===== src/rtl/fft_bitrev_framer.sv =====
// Ping-pong frame buffer ahead of the FFT core: collects N samples per bank and
// replays each bank in bit-reversed index order, closing early or late frames cleanly.
module fft_bitrev_framer #(
  parameter int DATA_W = 50,
  parameter int N      = 8
) (
  input  logic              clk_i,
  input  logic              reset,
  input  logic              s_tvalid,
  output logic              s_tready,
  input  logic [DATA_W-1:0] s_tdata,
  input  logic              s_tlast,
  output logic              m_tvalid,
  input  logic              m_tready,
  output logic [DATA_W-1:0] m_tdata,
  output logic              m_tlast,
  output logic              frame_err_o,
  output logic [3:0]        dbg_bank_state_o
);

  localparam int LOG2N = $clog2(N);

  typedef enum logic [1:0] {
    EMPTY    = 2'd0,
    FILLING  = 2'd1,
    FULL     = 2'd2,
    DRAINING = 2'd3
  } bank_state_e;

  typedef logic [LOG2N-1:0] idx_t;
  localparam idx_t LAST_IDX = idx_t'(N - 1);

  bank_state_e       st_q [2];
  bank_state_e       st_d [2];
  logic [N-1:0]      vld_q [2];
  logic [N-1:0]      vld_d [2];
  logic              wb_q, wb_d;
  logic              rb_q, rb_d;
  idx_t              wr_idx_q, wr_idx_d;
  idx_t              rd_idx_q, rd_idx_d;
  logic              err_q, err_d;
  logic [DATA_W-1:0] mem_q [2][N];

  logic              wr_fire;
  logic              rd_fire;
  logic              wr_close;
  idx_t              rd_addr;

  function automatic idx_t bitrev(input idx_t i);
    idx_t r;
    r = '0;
    for (int b = 0; b < LOG2N; b++) begin
      r[b] = i[LOG2N-1-b];
    end
    return r;
  endfunction

  // Both ports: a transfer happens on every rising edge where valid and ready
  // are both high; valid never depends on ready, and a source never retracts
  // m_tvalid or changes m_tdata/m_tlast until the transfer completes.
  assign s_tready = !reset && (st_q[wb_q] == EMPTY || st_q[wb_q] == FILLING);
  assign m_tvalid = (st_q[rb_q] == FULL) || (st_q[rb_q] == DRAINING);
  assign rd_addr  = bitrev(rd_idx_q);
  assign m_tdata  = (m_tvalid && vld_q[rb_q][rd_addr]) ? mem_q[rb_q][rd_addr] : '0;
  assign m_tlast  = m_tvalid && (rd_idx_q == LAST_IDX);

  assign wr_fire  = s_tvalid && s_tready;
  assign rd_fire  = m_tvalid && m_tready;
  assign wr_close = (wr_idx_q == LAST_IDX) || s_tlast;

  assign frame_err_o      = err_q;
  assign dbg_bank_state_o = {st_q[1], st_q[0]};

  // Write and read never target the same bank in one cycle: their state sets are disjoint.
  always_comb begin
    st_d     = st_q;
    vld_d    = vld_q;
    wb_d     = wb_q;
    rb_d     = rb_q;
    wr_idx_d = wr_idx_q;
    rd_idx_d = rd_idx_q;
    err_d    = 1'b0;

    if (wr_fire) begin
      if (wr_idx_q == '0) begin
        vld_d[wb_q] = '0;
      end
      vld_d[wb_q][wr_idx_q] = 1'b1;
      if (wr_close) begin
        st_d[wb_q] = FULL;
        wr_idx_d   = '0;
        wb_d       = ~wb_q;
        err_d      = (wr_idx_q == LAST_IDX) != s_tlast;
      end else begin
        st_d[wb_q] = FILLING;
        wr_idx_d   = wr_idx_q + 1'b1;
      end
    end

    if (rd_fire) begin
      if (m_tlast) begin
        st_d[rb_q] = EMPTY;
        rd_idx_d   = '0;
        rb_d       = ~rb_q;
      end else begin
        st_d[rb_q] = DRAINING;
        rd_idx_d   = rd_idx_q + 1'b1;
      end
    end
  end

  always_ff @(posedge clk_i or posedge reset) begin
    if (reset) begin
      for (int i = 0; i < 2; i++) begin
        st_q[i]  <= EMPTY;
        vld_q[i] <= '0;
      end
      wb_q     <= 1'b0;
      rb_q     <= 1'b0;
      wr_idx_q <= '0;
      rd_idx_q <= '0;
      err_q    <= 1'b0;
    end else begin
      for (int i = 0; i < 2; i++) begin
        st_q[i]  <= st_d[i];
        vld_q[i] <= vld_d[i];
      end
      wb_q     <= wb_d;
      rb_q     <= rb_d;
      wr_idx_q <= wr_idx_d;
      rd_idx_q <= rd_idx_d;
      err_q    <= err_d;
    end
  end

  // Sample storage needs no reset: the valid mask hides stale entries.
  always_ff @(posedge clk_i) begin
    if (wr_fire) begin
      mem_q[wb_q][wr_idx_q] <= s_tdata;
    end
  end

endmodule

===== config.mk =====
export PLATFORM = sky130hd
export DESIGN_NAME = fft_bitrev_framer
export DESIGN_NICKNAME = d
export VERILOG_FILES = /design/src/rtl/fft_bitrev_framer.sv
export SDC_FILE = /design/constraint.sdc
export NUM_CORES = 1
export LEC_CHECK = 0
export CELL_PAD_IN_SITES_DETAIL_PLACEMENT = 0
export CELL_PAD_IN_SITES_GLOBAL_PLACEMENT = 1
export CORE_MARGIN = 3
export CORE_UTILIZATION = 58
export CTS_CLUSTER_SIZE = 14
export DETAILED_ROUTE_END_ITERATION = 16
export PLACE_DENSITY = 0.85
export SYNTH_ARGS = -nofsm -noshare
export SYNTH_HDL_FRONTEND = slang
export SYNTH_SLANG_ARGS = --single-unit

===== constraint.sdc =====
create_clock -name clk_i -period 10.1 [get_ports clk_i]
set_input_delay 2.525 -clock clk_i [delete_from_list [all_inputs] [get_ports clk_i]]
set_output_delay 2.525 -clock clk_i [all_outputs]
set_load 0.01 [all_outputs]

==> impl_metrics.csv, run 1 <==
group,metric,value,unit
global_routing,antenna_found_initial,3,
synthesis,synth_flop_cell,"edfxtp_1",
clocking,cts_resized,0,
setup_path,startpoint,"rd_idx_q[2]",
setup_path,arrival,4410,ps
floorplan,fp.dieH,240,um
floorplan,coreArea,0.0540,mm2
synthesis,synth-seq-area-share,0.778,
layout,area_growth,13.4,%
sta,final.setup.tns,0,ps
power,p_leak,11.2,nW
floorplan,num_rows,85,
layout,drive_gt1_frac,0.238,
setup_path,startpoint_type,"flip-flop",
clocking,clk_path_buf_depth,3,
route,wl_per_cell,31.0,um
global_routing,first_global_vias,15700,
run,drv_cap,0,
setup_path,endpoint,"m_tdata[15]",
layout,nNetsFinal,1577,
clocking,root_buffer,"clkbuf_16",
synthesis,ys_ff_latch,829,
power,ir_worst_vdd,231,uV
route,avgViaCountPerCell,6.74,
setup_path,cp.required,7580,ps
placed_design,hpwlAfterDp,31.0,mm
layout,stdcell_area,0.0361,mm2
synthesis,synth_top_family_by_area,"multiplexers",
global_routing,grt_usage,0.251,
clocking,htreeDepth,3,
clocking,holdBufCountCts,0,
global_routing,grt_use_met2,0.401,
synthesis,synthXorXnorAreaFrac,0.000275,
floorplan,die_w,240,um
synthesis,synthTopCellsByArea,"edfxtp_1 75%, mux4_2 14%, a22oi_1 3.3%, dfrtp_1 2.3%, buf_6 0.67%",
placed_design,place_inst,2131,
route,first_pass_iters,5,
sta,period_share,0.687,
route,route.vias.total,15300,
layout,multi_input_area,0.00665,mm2
sta,min_period,6940,ps
power,p_total,9.27,mW
synthesis,synth_top_area_cell,"edfxtp_1",
global_routing,grt.busiest_layer,"met2",
global_routing,grt-ovfl-total,0,
clocking,cts_made_buffers,78,
synthesis,yosys.area.top_type_share,0.755,
sta,hold_viol_final,0,
synthesis,synth_enable_flop_cells,800,
route,antenna_left,0,
synthesis,synth_nets,1439,
setup_path,worstSetupPathType,"reg2out",
synthesis,postSynthCellCount,1377,
floorplan,initial_utilization,0.589,
synthesis,synth_compound_gate_area_share,0.0457,
placed_design,gp_congestion,0.723,
route,wirelength,70.5,mm
worst_hold_path,hp-start,"vld_q[12]",
synthesis,async_reset_ff_frac,0.0350,
setup_path,rrSetupSlack,6630,ps
worst_hold_path,min_path_type,"reg2reg",
synthesis,synthMuxAreaShare,0.147,
sta,maxSlewViolCount,0,
clocking,clk_pin_slew,60,ps
setup_path,worstRegToRegCells,5,
global_routing,use_met3,0.0555,
synthesis,yosysWarnings,0,
synthesis,avgSynthCellArea,23.1,um2
setup_path,timing.rr.start,"wb_q",
synthesis,synth_fa_ha_area_frac,0.00275,
global_routing,grtUsageMet1,0.346,
sta,max_freq,0.144,GHz
layout,fillers,3296,
floorplan,pin_count,113,
setup_path,r2r_end,"mem_q[1][214]",
global_routing,grt_pass1_wl,104,mm
route,drcViolationCount,0,
placed_design,dpl_cell_area,0.0337,mm2
setup_path,crit_path_end_kind,"output pin",
sta,worst-slew-pin-transition,1130,ps
sta,setup_violations,0,
layout,seq_area,0.0248,mm2
run_status,status,"finished, final reports clean",
floorplan,dieArea,0.0577,mm2
clocking,post-cts-setup-buffers,0,
sta,relSlewSlack,0.249,
placed_design,place.port_buffers,112,
setup_path,critical_path.max_fanout,60,
layout,stdcell_count,2275,
power,pwr_density_cell,257,mW/mm2
sta,skew,21.8,ps
synthesis,synth_cell_types,40,
clocking,cts_tree,"done",
global_routing,grt_max_degree,109,
sta,rsz0062_at_grt,"false",
synthesis,synth-simple-area-share,0.00893,
clocking,insertion_delay,630,ps
clocking,cts_sinks,829,
route,drt_iter0_drc,1686,
synthesis,synthesis.area,0.0318,mm2
==> sequential cells by signal (all words and copies together), names as in the netlist <==
name	cells
mem_q	800
vld_q	16
dbg_bank_state_o	4
rd_idx_q	3
wr_idx_q	3
frame_err_o	1
rb_q	1
wb_q	1
==> layout make-up <==
type | instances | share of cell area
multi-input cells | 456 | 0.184
repair buffers | 139 | 0.0370
diodes | 2 | 0.000139
flip-flops and latches | 829 | 0.686
inverters | 11 | 0.00114
clock inverters | 44 | 0.00905
clock buffers | 98 | 0.0580
well taps | 696 | 0.0241
==> metrics by stage <==
step	setup slack (ps)	util	hold WS [ps]
after floorplan	4390	-	451
after global placement	3750	0.623	468
after detailed placement	3740	0.623	473
after CTS	3070	0.668	491
after global routing	2910	0.668	501
final	3160	0.668	489
==> Yosys cell counts, types with 2 or more instances <==
library cell  number
nand2_1           11
buf_1              3
buf_2             24
clkbuf_1          24
a22oi_1          141
nand3_1            6
buf_6             19
a31oi_1            3
o2bb2ai_1         16
inv_1             11
nor2_1            23
a22oi_2           12
nor2b_1            3
o21ai_0            4
buf_4             10
mux4_2           197
mux2i_1            7
edfxtp_1         800
and3_1             2
ha_1               7
nand3_2            2
mux4_1             5
a21oi_1            2
dfrtp_1           29
==> logic make-up after synthesis <==
logic type / after synthesis
DFF: 829
muxes: 211
AOI/OAI and AO/OA: 182
buffers and inverters: 92
and+or+nand+nor: 55
adders and majority gates: 7
xor gates and xnor gates: 1
==> how the worst min path moves through the flow <==
stage                     end  slack (ps)  cells after the start
floorplan            vld_q[1]         450                      1
global placement     vld_q[7]         470                      1
detailed placement  vld_q[14]         470                      1
CTS                  vld_q[1]         490                      1
global route         vld_q[1]         500                      1
finish              vld_q[12]         490                      1
==> layer usage <==
| layer | share of wire | vias up |
|---|---|---|
| met5 | 0.00018 | - |
| met4 | 0.032 | 2 |
| met3 | 0.093 | 161 |
| met2 | 0.50 | 847 |
| met1 | 0.37 | 8088 |
| li1 | - | 6230 |
==> placed cells by master, fill, tap and decap left out, types with 2 or more instances in the layout <==
cell and count:
a21oi_1 2, a22oi_1 141, a22oi_2 12, a31oi_1 3, and3_1 2, buf_4 26, bufinv_16 4, clkbuf_1 17
clkbuf_16 81, clkdlybuf4s50_1 112, clkinv_1 16, clkinv_2 20, dfrtp_1 27, dfrtp_4 2, diode_2 2, edfxtp_1 800
ha_1 7, inv_1 11, inv_6 2, mux2i_1 7, mux4_1 5, mux4_2 197, nand2_1 11, nand3_1 6
nand3_2 2, nor2_1 6, nor2_4 17, nor2b_4 2, o21ai_0 4, o2bb2ai_1 16
==> critical path: stages (launching register included) <==
cell	delay [ps]
dfrtp_4	890
buf_4	690
buf_4	770
mux4_2	360
a22oi_1	90
a22oi_1	280
clkdlybuf4s50_1	610
==> report_power, final <==
group / switching, mW / internal (mW)
clock: 1.22 / 1.57
sequential: 0.158 / 3.89
combinational: 1.28 / 1.15
Power figures use the tool's default switching activity.
==> run 2, diff against run 1 <==
--- a/config.mk
+++ b/config.mk
@@ -8,10 +8,10 @@
 export CELL_PAD_IN_SITES_DETAIL_PLACEMENT = 0
 export CELL_PAD_IN_SITES_GLOBAL_PLACEMENT = 1
 export CORE_MARGIN = 3
-export CORE_UTILIZATION = 58
+export CORE_UTILIZATION = 54
 export CTS_CLUSTER_SIZE = 14
 export DETAILED_ROUTE_END_ITERATION = 16
-export PLACE_DENSITY = 0.85
+export PLACE_DENSITY = 0.8
 export SYNTH_ARGS = -nofsm -noshare
 export SYNTH_HDL_FRONTEND = slang
 export SYNTH_SLANG_ARGS = --single-unit
==> constraint.sdc (replaced) <==
create_clock -name clk_i -period 6.8 [get_ports clk_i]
set_input_delay 1.7 -clock clk_i [delete_from_list [all_inputs] [get_ports clk_i]]
set_output_delay 1.7 -clock clk_i [all_outputs]
set_load 0.01 [all_outputs]
==> impl_metrics.csv, run 2 (same netlist as run 1, synthesis figures left out) <==
group,metric,value,unit
setup_path,crit_chain,"nor2b_1, a22oi_2, o2111ai_4, buf_4, a22oi_1, clkdlybuf4s50_1",
global_routing,antenna_found_initial,3,
power,p_total,13.9,mW
sta,whs,483,ps
power,p_leak,11.2,nW
clocking,root_buffer,"clkbuf_16",
power,ir_worst_vdd,445,uV
sta,final.setup.tns,0,ps
floorplan,die_w,249,um
global_routing,use_met3,0.0417,
sta,max_freq,0.183,GHz
route,wl_per_cell,29.4,um
route,drcViolationCount,0,
setup_path,worstRegToRegCells,5,
clocking,holdBufCountCts,0,
clocking,clk_path_buf_depth,3,
global_routing,grt-ovfl-total,0,
sta,maxSlewViolCount,0,
clocking,insertion_delay,620,ps
layout,final_common_cell,"edfxtp_1",
setup_path,rrSetupSlack,3550,ps
layout,nNetsFinal,1587,
placed_design,place.port_buffers,112,
floorplan,coreArea,0.0580,mm2
route,route.vias.total,15200,
sta,rsz0062_at_grt,"false",
route,avgViaCountPerCell,6.44,
clocking,htreeDepth,3,
layout,layout_common_cells,"800 x edfxtp_1, 197 x mux4_2, 141 x a22oi_1",
run_status,status,"finished, final reports clean",
route,first_pass_iters,5,
floorplan,dieArea,0.0619,mm2
global_routing,grtUsageMet1,0.319,
global_routing,grt_pass1_wl,104,mm
clocking,cts_tree,"done",
sta,min_period,5460,ps
global_routing,grt_usage,0.227,
worst_hold_path,min_path_cells,1,
setup_path,crit_path_end_kind,"output pin",
setup_path,cp.required,5100,ps
route,antenna_left,0,
clocking,cts_sinks,829,
global_routing,grt_max_degree,118,
global_routing,grt_use_met2,0.369,
floorplan,num_rows,88,
setup_path,r2r_end,"mem_q[1][191]",
route,drt_iter0_drc,1530,
sta,skew,19.2,ps
setup_path,critical_path.max_fanout,51,
clocking,cts_resized,0,
setup_path,worst_path_largest_cell_delay,910,ps
worst_hold_path,min_path_type,"reg2reg",
placed_design,hpwlAfterDp,33.7,mm
setup_path,worstSetupPathType,"reg2out",
global_routing,first_global_vias,15800,
layout,stdcell_area,0.0364,mm2
sta,hold_viol_final,0,
setup_path,startpoint_type,"flip-flop",
placed_design,dpl_cell_area,0.0339,mm2
placed_design,gp_congestion,0.727,
worst_hold_path,worstHoldEndpoint,"vld_q[5]",
route,wirelength,69.1,mm
sta,setup_violations,0,
power,pwr_density_cell,383,mW/mm2
floorplan,initial_utilization,0.548,
global_routing,grt.busiest_layer,"met2",
clocking,post-cts-setup-buffers,0,
floorplan,fp.dieH,249,um
sta,relSlewSlack,0.210,
clocking,clk_pin_slew,60,ps
run,drv_cap,0,
layout,area_growth,14.4,%
setup_path,timing.rr.start,"wb_q",
setup_path,arrival,3760,ps
layout,regMostFlops,"mem_q",
sta,period_share,0.803,
setup_path,slowest_stage,"dfrtp_4",
sta,worst-slew-pin-transition,1180,ps
layout,largest_reg_flops,800,
worst_hold_path,hp-start,"vld_q[5]",
floorplan,pin_count,113,
layout,drive_gt1_frac,0.237,
clocking,cts_made_buffers,81,
## run 2: routing by layer
metal,part of all wire,vias to the layer above
met3,0.074,111
met4,0.021,4
li1,-,6260
met1,0.40,8128
met2,0.51,649
met5,0.00036,-
## run 2: worst max-delay path, delay by kind of cell (launching register included)
family | cells | cell delay, ps
buf+inv | 2 | 1030
compound gates | 3 | 1020
simple gates | 1 | 160
flops | 1 | 910
## run 2: cell type report
class / count / area, um2
Clock buffer: 104 / 2160
Timing Repair Buffer: 146 / 1450
Inverter: 11 / 41.3
Fill cell: 3762 / 21600
Tap cell: 765 / 957
Clock inverter: 42 / 390
Sequential cell: 829 / 24800
Multi-Input combinational cell: 456 / 6650
Antenna cell: 1 / 2.50
## run 2: stage by stage
step / util / setup WS, ps / cells
floorplan: - / 1920 / 1377
global placement: 0.583 / 1930 / 2207
detailed placement: 0.583 / 1910 / 2207
CTS: 0.627 / 1230 / 2353
global route: 0.627 / 1090 / 2353
finish: 0.627 / 1340 / 2354
## run 2: report_power, final
| part | internal (mW) | switching, mW |
|---|---|---|
| Sequential | 5.78 | 0.170 |
| Combinational | 1.75 | 1.95 |
| Clock | 2.47 | 1.82 |
| Total | 10.0 | 3.94 |
## run 2: how the worst max path moves through the flow
stage / endpoint / slack, ps / start
2_1_floorplan: mem_q[0][0] / 1920 / s_tvalid
3_3_place_gp: m_tdata[35] / 1930 / rb_q
3_5_place_dp: m_tdata[22] / 1910 / rd_idx_q[2]
4_1_cts: m_tdata[22] / 1230 / rd_idx_q[2]
5_1_grt: m_tdata[35] / 1090 / rb_q
6_report: m_tdata[22] / 1340 / rd_idx_q[2]
==> run 3, diff against run 2 <==
==> constraint.sdc (replaced) <==
create_clock -name clk_i -period 5.4 [get_ports clk_i]
set_input_delay 1.35 -clock clk_i [delete_from_list [all_inputs] [get_ports clk_i]]
set_output_delay 1.35 -clock clk_i [all_outputs]
set_load 0.01 [all_outputs]
==> impl_metrics.csv, run 3 (same netlist as run 1, synthesis figures left out) <==
group,metric,value,unit
sta,relSlewSlack,0.256,
sta,min_period,4870,ps
sta,worst-slew-pin-transition,1110,ps
layout,nNetsFinal,1598,
placed_design,place_inst,2219,
floorplan,fp.dieH,249,um
setup_path,startpoint_type,"flip-flop",
sta,whs,493,ps
sta,setup_violations,0,
global_routing,grt_pass1_wl,106,mm
route,route.vias.total,15200,
clocking,post-cts-setup-buffers,0,
sta,final.setup.tns,0,ps
route,drt_iter0_drc,1643,
clocking,clk_pin_slew,60,ps
worst_hold_path,worstHoldEndpoint,"vld_q[7]",
setup_path,worstSetupPathType,"reg2out",
layout,multi_input_area,0.00665,mm2
worst_hold_path,min_path_type,"reg2reg",
run_status,status,"finished, final reports clean",
power,p_comb_frac,0.273,
route,wl_per_cell,29.9,um
route,avgViaCountPerCell,6.45,
power,seq_power_share,0.428,
layout,largest_reg_flops,800,
global_routing,grt_max_degree,74,
floorplan,initial_utilization,0.548,
global_routing,grt-ovfl-total,0,
route,antenna_left,0,
power,p_total,17.5,mW
layout,regMostFlops,"mem_q",
worst_hold_path,hp-start,"vld_q[7]",
power,ir_worst_vdd,418,uV
sta,layout_setup_ws,526,ps
worst_hold_path,min_path_cells,1,
clocking,cts_tree,"done",
clocking,cts_sinks,829,
global_routing,first_global_vias,15900,
floorplan,die_w,249,um
layout,layout_common_cells,"800 x edfxtp_1, 197 x mux4_2, 141 x a22oi_1",
layout,seq_area,0.0248,mm2
layout,drive_gt1_frac,0.243,
setup_path,r2r_end,"mem_q[0][104]",
layout,stdcell_area,0.0366,mm2
layout,utilization,0.630,
global_routing,grt_usage,0.231,
sta,skew,27.9,ps
clocking,cts_resized,0,
floorplan,dieArea,0.0619,mm2
clocking,clk_path_buf_depth,3,
power,switching_share,0.285,
placed_design,hpwlAfterDp,34.8,mm
sta,period_share,0.903,
layout,area_growth,15.0,%
power,p_leak,11.3,nW
setup_path,crit_path_end_kind,"output pin",
layout,fillers,3758,
layout,stdcell_count,2362,
layout,final_common_cell,"edfxtp_1",
floorplan,pin_count,113,
power,p_int,12.5,mW
power,pwr_density_cell,479,mW/mm2
clocking,htreeDepth,3,
sta,max_freq,0.205,GHz
placed_design,gp_congestion,0.702,
clocking,holdBufCountCts,0,
clocking,root_buffer,"clkbuf_16",
global_routing,antenna_found_initial,6,
sta,rsz0062_at_grt,"false",
floorplan,num_rows,88,
placed_design,dpl_cell_area,0.0341,mm2
placed_design,pre_cts_ws,1140,ps
power,p_sw,4.99,mW
setup_path,timing.rr.start,"wb_q",
clocking,cts_made_buffers,80,
route,drcViolationCount,0,
setup_path,worstRegToRegCells,5,
run,drv_cap,0,
sta,hold_viol_final,0,
placed_design,place.port_buffers,112,
route,first_pass_iters,5,
setup_path,rrSetupSlack,2380,ps
setup_path,critical_path.max_fanout,71,
setup_path,cp.required,4050,ps
sta,maxSlewViolCount,0,
floorplan,coreArea,0.0580,mm2
route,wirelength,70.5,mm
power,p_clk_frac,0.299,
clocking,insertion_delay,620,ps
setup_path,arrival,3520,ps
-- run 3: cell count changes in the layout (fill, tap and decap cells not counted), sizes merged --
| cell | delta |
|---|---|
| clkbuf | -3 |
| diode | +2 |
| buf | +12 |
| bufinv | -2 |
| clkinv | -1 |
-- run 3: layer usage --
layer | track usage | vias up | routed length (um)
li1 | - | 6274 | -
met1 | 0.318 | 8210 | 27400
met2 | 0.390 | 628 | 36300
met3 | 0.0394 | 104 | 5350
met4 | 0.0629 | 8 | 1400
met5 | 0 | - | 46
-- run 3: worst max-delay path by stage --
stage / cells after the start / slack [ps] / endpoint / from
2_1_floorplan: 4 / 870 / mem_q[0][0] / s_tvalid
3_3_place_gp: 5 / 1150 / m_tdata[19] / rb_q
3_5_place_dp: 5 / 1140 / m_tdata[36] / rb_q
4_1_cts: 5 / 450 / m_tdata[19] / rb_q
5_1_grt: 5 / 340 / m_tdata[27] / rb_q
6_report: 5 / 530 / m_tdata[19] / rb_q
-- run 3: layout make-up --
class | instances | area share
timing repair buffer | 158 | 0.0476
tap | 765 | 0.0262
antenna | 3 | 0.000205
inverter | 11 | 0.00113
clock inverter | 39 | 0.00818
clock buffer | 101 | 0.0580
sequential | 829 | 0.677
multi-input combinational | 456 | 0.182
-- run 3: critical path, cell delays in order (launching register included) --
cell	delay [ps]
dfrtp_4	790
buf_12	550
mux4_2	580
a22oi_1	220
a22oi_1	170
clkdlybuf4s50_1	550
-- run 3: power groups by stage --
stage | registers, mW | clock network, mW | logic, mW
2_1_floorplan | 7.49 | 0 | 3.28
3_3_place_gp | 7.62 | 0 | 4.77
3_5_place_dp | 7.64 | 0 | 4.81
4_1_cts | 7.50 | 5.31 | 4.84
5_1_grt | 7.53 | 5.57 | 5.09
6_report | 7.50 | 5.23 | 4.78
